[config.mk]
export PLATFORM = sky130hd
export DESIGN_NAME = dispatch_ctrl
export DESIGN_NICKNAME = d
export VERILOG_FILES = /design/src/rtl/dispatch_ctrl_pkg.sv /design/src/rtl/dispatch_ctrl_iq.sv /design/src/rtl/dispatch_ctrl.sv
export SDC_FILE = /design/constraint.sdc
export NUM_CORES = 1
export LEC_CHECK = 0
export ABC_AREA = 0
export CORE_MARGIN = 1
export CORE_UTILIZATION = 36
export CTS_CLUSTER_DIAMETER = 150
export DETAILED_ROUTE_END_ITERATION = 12
export GPL_ROUTABILITY_DRIVEN = 1
export MAX_ROUTING_LAYER = met4
export SLEW_MARGIN = 20
export SYNTH_ARGS = -nofsm -noshare
export SYNTH_HDL_FRONTEND = slang
export SYNTH_HIERARCHICAL = 1
export SYNTH_SLANG_ARGS = --single-unit
[constraint.sdc]
create_clock -name clk -period 7.8 [get_ports clk]
set_input_delay 1.56 -clock clk [delete_from_list [all_inputs] [get_ports clk]]
set_output_delay 1.56 -clock clk [all_outputs]
set_load 0.01 [all_outputs]
[src/rtl/dispatch_ctrl_pkg.sv]
// dispatch_ctrl_pkg: shared widths, op enums (LB..SW contiguous), IQ entry and dispatch payload types
package dispatch_ctrl_pkg;
  localparam int INS_LEN = 32;
  localparam int ADDR_LEN = 32;
  localparam int DATA_LEN = 32;
  localparam int REG_LEN = 5;
  localparam int OPENUM_LEN = 6;
  localparam int DEF_IQ_DEPTH = 8;
  localparam int DEF_IQ_AW = 3;
  localparam int DEF_ROB_ID_LEN = 4;
  localparam logic [OPENUM_LEN-1:0] OPENUM_NOP = 6'd0;
  localparam logic [OPENUM_LEN-1:0] OPENUM_LUI = 6'd1;
  localparam logic [OPENUM_LEN-1:0] OPENUM_AUIPC = 6'd2;
  localparam logic [OPENUM_LEN-1:0] OPENUM_JAL = 6'd3;
  localparam logic [OPENUM_LEN-1:0] OPENUM_JALR = 6'd4;
  localparam logic [OPENUM_LEN-1:0] OPENUM_BEQ = 6'd5;
  localparam logic [OPENUM_LEN-1:0] OPENUM_BNE = 6'd6;
  localparam logic [OPENUM_LEN-1:0] OPENUM_BLT = 6'd7;
  localparam logic [OPENUM_LEN-1:0] OPENUM_BGE = 6'd8;
  localparam logic [OPENUM_LEN-1:0] OPENUM_BLTU = 6'd9;
  localparam logic [OPENUM_LEN-1:0] OPENUM_BGEU = 6'd10;
  localparam logic [OPENUM_LEN-1:0] OPENUM_LB = 6'd11;
  localparam logic [OPENUM_LEN-1:0] OPENUM_LH = 6'd12;
  localparam logic [OPENUM_LEN-1:0] OPENUM_LW = 6'd13;
  localparam logic [OPENUM_LEN-1:0] OPENUM_LBU = 6'd14;
  localparam logic [OPENUM_LEN-1:0] OPENUM_LHU = 6'd15;
  localparam logic [OPENUM_LEN-1:0] OPENUM_SB = 6'd16;
  localparam logic [OPENUM_LEN-1:0] OPENUM_SH = 6'd17;
  localparam logic [OPENUM_LEN-1:0] OPENUM_SW = 6'd18;
  localparam logic [OPENUM_LEN-1:0] OPENUM_ADDI = 6'd19;
  localparam logic [OPENUM_LEN-1:0] OPENUM_ADD = 6'd28;
  localparam logic [OPENUM_LEN-1:0] OPENUM_LS_LO = OPENUM_LB;
  localparam logic [OPENUM_LEN-1:0] OPENUM_LS_HI = OPENUM_SW;
  typedef struct packed {
    logic [INS_LEN-1:0]  inst;
    logic [ADDR_LEN-1:0] pc;
    logic                pred_jump;
  } iq_entry_t;
  typedef struct packed {
    logic [OPENUM_LEN-1:0] op_enum;
    logic [REG_LEN-1:0]    rd;
    logic [REG_LEN-1:0]    rs1;
    logic [REG_LEN-1:0]    rs2;
    logic [DATA_LEN-1:0]   imm;
    logic [ADDR_LEN-1:0]   pc;
    logic                  pred_jump;
  } disp_payload_t;
  function automatic logic is_ls_op(input logic [OPENUM_LEN-1:0] op);
    return op >= OPENUM_LS_LO && op <= OPENUM_LS_HI;
  endfunction
endpackage

[src/rtl/dispatch_ctrl_iq.sv]
// inst_queue: circular instruction buffer; clk/rst/rdy/flush/enq/deq/wr_entry in, head_entry/empty/iq_full/count out
module inst_queue
  import dispatch_ctrl_pkg::*;
#(
  parameter int IQ_DEPTH = DEF_IQ_DEPTH,
  parameter int IQ_AW = DEF_IQ_AW
) (
  input  logic            clk,
  input  logic            rst,
  input  logic            rdy,
  input  logic            flush,
  input  logic            enq,
  input  logic            deq,
  input  iq_entry_t       wr_entry,
  output iq_entry_t       head_entry,
  output logic            empty,
  output logic            iq_full,
  output logic [IQ_AW:0]  count
);
  localparam logic [IQ_AW:0] CAP = (IQ_AW+1)'(IQ_DEPTH);
  localparam logic [IQ_AW:0] CAP_M1 = (IQ_AW+1)'(IQ_DEPTH - 1);
  iq_entry_t mem [IQ_DEPTH];
  logic [IQ_AW-1:0] head, tail;
  logic enq_ok;
  logic [IQ_AW:0] count_nx;
  assign enq_ok = enq && count != CAP;
  assign count_nx = count + (IQ_AW+1)'(enq_ok) - (IQ_AW+1)'(deq);
  assign head_entry = mem[head];
  assign empty = count == '0;
  always_ff @(posedge clk)
    if (rdy && enq_ok) mem[tail] <= wr_entry;
  always_ff @(posedge clk)
    if (rst || (rdy && flush)) begin
      head <= '0;
      tail <= '0;
      count <= '0;
      iq_full <= 1'b0;
    end else if (rdy) begin
      if (enq_ok) tail <= tail + IQ_AW'(1);
      if (deq) head <= head + IQ_AW'(1);
      count <= count_nx;
      iq_full <= count_nx >= CAP_M1;
    end
  always_ff @(posedge clk)
    if (!rst && rdy && !flush && enq)
      assert (count != CAP) else $error("inst_queue: enqueue while full, entry dropped");
endmodule

[src/rtl/dispatch_ctrl.sv]
// dispatch_ctrl: IQ-backed issue sequencer; fetch in, head_inst/dec_* decode loop, registered RS/LSB/ROB dispatch out
module dispatch_ctrl
  import dispatch_ctrl_pkg::*;
#(
  parameter int IQ_DEPTH = DEF_IQ_DEPTH,
  parameter int IQ_AW = DEF_IQ_AW,
  parameter int ROB_ID_LEN = DEF_ROB_ID_LEN
) (
  input  logic                  clk,
  input  logic                  rst,
  input  logic                  rdy,
  input  logic                  rollback,
  input  logic                  if_valid,
  input  logic [INS_LEN-1:0]    if_inst,
  input  logic [ADDR_LEN-1:0]   if_pc,
  input  logic                  if_pred_jump,
  output logic                  iq_full,
  output logic [INS_LEN-1:0]    head_inst,
  input  logic [OPENUM_LEN-1:0] dec_op_enum,
  input  logic [REG_LEN-1:0]    dec_rd,
  input  logic [REG_LEN-1:0]    dec_rs1,
  input  logic [REG_LEN-1:0]    dec_rs2,
  input  logic [DATA_LEN-1:0]   dec_imm,
  input  logic                  rob_full,
  input  logic                  rs_full,
  input  logic                  lsb_full,
  input  logic [ROB_ID_LEN-1:0] rob_free_tag,
  output logic                  disp_rob_valid,
  output logic                  disp_rs_valid,
  output logic                  disp_lsb_valid,
  output logic [OPENUM_LEN-1:0] disp_op_enum,
  output logic [REG_LEN-1:0]    disp_rd,
  output logic [REG_LEN-1:0]    disp_rs1,
  output logic [REG_LEN-1:0]    disp_rs2,
  output logic [DATA_LEN-1:0]   disp_imm,
  output logic [ADDR_LEN-1:0]   disp_pc,
  output logic                  disp_pred_jump,
  output logic [ROB_ID_LEN-1:0] disp_rob_tag
);
  iq_entry_t head_entry;
  disp_payload_t pay;
  logic empty, enq, is_ls, is_nop, base, go, drop;
  logic [IQ_AW:0] count;
  assign enq = rdy && if_valid && !rollback;
  inst_queue #(.IQ_DEPTH(IQ_DEPTH), .IQ_AW(IQ_AW)) u_iq (
    .clk(clk),
    .rst(rst),
    .rdy(rdy),
    .flush(rollback),
    .enq(enq),
    .deq(go || drop),
    .wr_entry('{inst: if_inst, pc: if_pc, pred_jump: if_pred_jump}),
    .head_entry(head_entry),
    .empty(empty),
    .iq_full(iq_full),
    .count(count)
  );
  assign head_inst = head_entry.inst;
  always_comb begin
    is_ls = is_ls_op(dec_op_enum);
    is_nop = dec_op_enum == OPENUM_NOP;
    base = rdy && !rollback && !empty;
    go = base && !is_nop && !rob_full && (is_ls ? !lsb_full : !rs_full);
    drop = base && is_nop;
  end
  always_ff @(posedge clk)
    if (rst) begin
      disp_rob_valid <= 1'b0;
      disp_rs_valid <= 1'b0;
      disp_lsb_valid <= 1'b0;
      pay <= '0;
      disp_rob_tag <= '0;
    end else begin
      disp_rob_valid <= go;
      disp_rs_valid <= go && !is_ls;
      disp_lsb_valid <= go && is_ls;
      if (go) begin
        pay <= '{op_enum: dec_op_enum, rd: dec_rd, rs1: dec_rs1, rs2: dec_rs2, imm: dec_imm,
                 pc: head_entry.pc, pred_jump: head_entry.pred_jump};
        disp_rob_tag <= rob_free_tag;
      end
    end
  assign disp_op_enum = pay.op_enum;
  assign disp_rd = pay.rd;
  assign disp_rs1 = pay.rs1;
  assign disp_rs2 = pay.rs2;
  assign disp_imm = pay.imm;
  assign disp_pc = pay.pc;
  assign disp_pred_jump = pay.pred_jump;
endmodule
==> qor.yml <==
setup_path:
  crit_slowest_cell: "clkdlybuf4s50_1"
  startpoint_type: "input pin"
  end_kind: "register"
  worstRegToRegCells: 15
  path_max_fanout: 47
  cpLargestDelayFamily: "compound AO/OA/AOI/OAI gates"
  max_stage_delay_ns: 0.82
  crit_type: "in -> reg"
  worstPathCellList: "clkdlybuf4s50_1, or3b_1, a2111oi_1, mux2_8, o21bai_1, ha_1, inv_1, ha_1, inv_1, fa_1, xnor2_1, nand3b_1, a311oi_1"
  r2r-end: "u_iq/iq_full"
  critPathRequiredTime_ns: 8.31
  critPathArrivalTime_ns: 5.86
  crit_buf_inv: 3
  r2r_slack_ns: 3.53
  r2r_start: "u_iq/count[2]"
power:
  cellPowerDensity_mw_per_mm2: 238
  intPower_mw: 5.78
  power_switching_mw: 1.43
  pwr-share-clk_pct: 46.3
  ir_drop_mv: 0.133
  p_seq_share_pct: 50.5
  p_comb_share_pct: 3.2
  swShare_pct: 19.8
  p_leak_nw: 9.39
yosys:
  synth.cell_area_mm2: 0.0245
  seq_area_frac_synth_pct: 72.5
  avgSynthCellArea_um2: 19.7
  yosysWarnings: 6
  ys_seq_elements: 627
  synthCells: 1242
  yosysUniqueCellTypes: 36
  synthesis.nets: 1381
place:
  dpl.hpwl_mm: 29.8
  port-buffer-count: 255
  routabilityCongestion: 0.765
flow_run:
  drv_cap: 0
clock_tree:
  cts-root-buf: "clkbuf_16"
  insertion_delay_ns: 0.60
  cts_sinks: 627
  cts_setup_buffers: 0
  cts_tree: "yes"
  cts_resized: 0
  path_clk_slew_ns: 0.06
  htreeDepth: 3
  numCtsBuffers: 71
  cts_hold_buf: 0
  clockBufferDepth: 3
timing:
  setup_viol: 0
  report.final.hold_viol_count: 0
  period_share_pct: 68.5
  hold_slack_ns: 0.471
  skew_ns: 0.0154
  fmax_ghz: 0.187
  grt_setup_unrepaired: "false"
  worst_pin_slew_ns: 0.945
  slew_headroom_pct: 36.9
  min_period_ns: 5.34
  tns_ns: 0
  drv_slew: 0
final_layout:
  nNetsFinal: 1665
  final_cell_mix: "520 x edfxtp_1, 254 x clkdlybuf4s50_1, 184 x nand2b_1"
  drive_gt1_share_pct: 21.3
  fin_util_pct: 45.0
  final_common_cell: "edfxtp_1"
  area_delta_synth_final_pct: 23.6
global_route:
  grt_first_pass_wirelength_mm: 80.9
  antenna_found_initial: 6
  grtUsageTotal_pct: 16.0
  grt_start_max_net_pins: 96
  grt_pass1_vias: 12946
  gr-total-overflow: 0
die:
  die_area_mm2: 0.0691
  fp-row-count: 95
  dieHeight_um: 263
  die_w_um: 263
  start_util_pct: 36.4
  ios: 256
  coreArea_mm2: 0.0673
worst_hold_path:
  hp-class: "reg -> reg"
  hold_end: "disp_rs2[0]"
  hp-start: "disp_rs2[0]"
  min_path_cells: 2
outcome:
  status: "finished, final reports clean"
routing:
  avgViaCountPerCell: 4.86
  firstDrtPassIters: 5
  final_antenna_net_count: 0
  wl_per_cell_um: 21.4
  drt_iter0_drc: 714
  route.detailed.drc: 0
  drt-total-wl_mm: 52.8
  dr_total_vias: 11976
==> sequential cells by signal, indices dropped and copies added (netlist names), named ones only <==
signal          count
disp_imm           32
disp_lsb_valid      1
disp_op_enum        6
disp_pc            32
disp_pred_jump      1
disp_rd             5
disp_rob_tag        4
disp_rob_valid      1
disp_rs1            5
disp_rs2            5
disp_rs_valid       1
u_iq/count          4
u_iq/head           3
u_iq/iq_full        1
u_iq/mem          520
u_iq/tail           3
==> cell families after synthesis <==
logic type | count (synthesis) | share of synthesized area [%]
adder cells (fa/ha/maj) | 9 | 0.490
buffers and inverters | 74 | 2.10
AND/OR/NAND/NOR | 225 | 5.54
flip-flops | 627 | 72.5
multiplexers | 290 | 18.8
XOR/XNOR | 5 | 0.179
AO/OA/AOI/OAI | 12 | 0.352
==> layout make-up <==
cell class                 count  area, µm²
fill                        5712      37000
sequential                   627      17800
multi-input combinational    541       6290
timing repair buffer         279       2740
clock buffer                  99       2030
tap                          873       1090
clock inverter                33        329
inverter                       6       22.5
antenna                        7       17.5
==> cell usage after synthesis, drive strengths merged <==
master   number  area share [%]
edfxtp      520              64
nand2b      184             4.7
mux4        130              12
dfxtp       107             8.7
mux2i        93             3.8
mux2         67             3.1
clkbuf       37            0.57
buf          31             1.4
nor2         18            0.28
ha            8            0.41
nand2         7            0.11
inv           6           0.092
a21oi         4           0.082
nor3b         4            0.12
xnor2         3            0.11
a2111oi       2           0.082
a211oi        2           0.061
a21o          2           0.061
nand3         2           0.041
nor3          2           0.041
or3b          2           0.072
xor2          2           0.072
a311oi        1           0.036
and3          1           0.026
and3b         1           0.036
and4          1           0.036
fa            1           0.082
nand3b        1           0.031
nor2b         1           0.026
nor4          1           0.026
o21bai        1           0.031
==> worst min-delay path, cell delays in order (launching register included) <==
cell and delay (ns):
dfxtp_1 0.30, nand2b_1 0.06, mux2i_1 0.06
==> routing by layer <==
| metal | vias up | global-route usage (%) | routed length (µm) |
|---|---|---|---|
| met4 | 0 | 4.69 | 881 |
| li1 | 5451 | - | - |
| met5 | - | - | 0 |
| met3 | 70 | 3.88 | 3200 |
| met2 | 327 | 25.0 | 25000 |
| met1 | 6128 | 20.8 | 23800 |
==> metrics by stage <==
stage	power, mW	instance area (µm²)	setup WS (ns)	cells
6_report	7.21	30300	2.46	2465
5_1_grt	7.46	30300	2.04	2464
4_1_cts	7.32	30300	2.49	2458
3_5_place_dp	3.95	27900	1.83	2326
3_3_place_gp	3.94	27900	1.96	2326
2_1_floorplan	3.81	24500	0.741	1242
==> power by group through the flow <==
stage	Sequential (mW)	Clock [mW]	Combinational [mW]
5_1_grt	3.64	3.56	0.250
3_3_place_gp	3.71	0	0.226
2_1_floorplan	3.72	0	0.0924
3_5_place_dp	3.72	0	0.232
6_report	3.64	3.34	0.230
4_1_cts	3.64	3.44	0.234
==> how the worst max path moves through the flow <==
stage | from | end | slack [ns] | cells after the start
after detailed placement | rdy | u_iq/iq_full | 1.83 | 13
after global placement | rdy | u_iq/iq_full | 1.96 | 13
after global routing | rdy | u_iq/iq_full | 2.04 | 13
final | rdy | u_iq/iq_full | 2.46 | 13
after floorplan | rdy | u_iq/mem[0][0] | 0.74 | 5
after CTS | rdy | u_iq/iq_full | 2.49 | 13
Power figures use the tool's default switching activity.
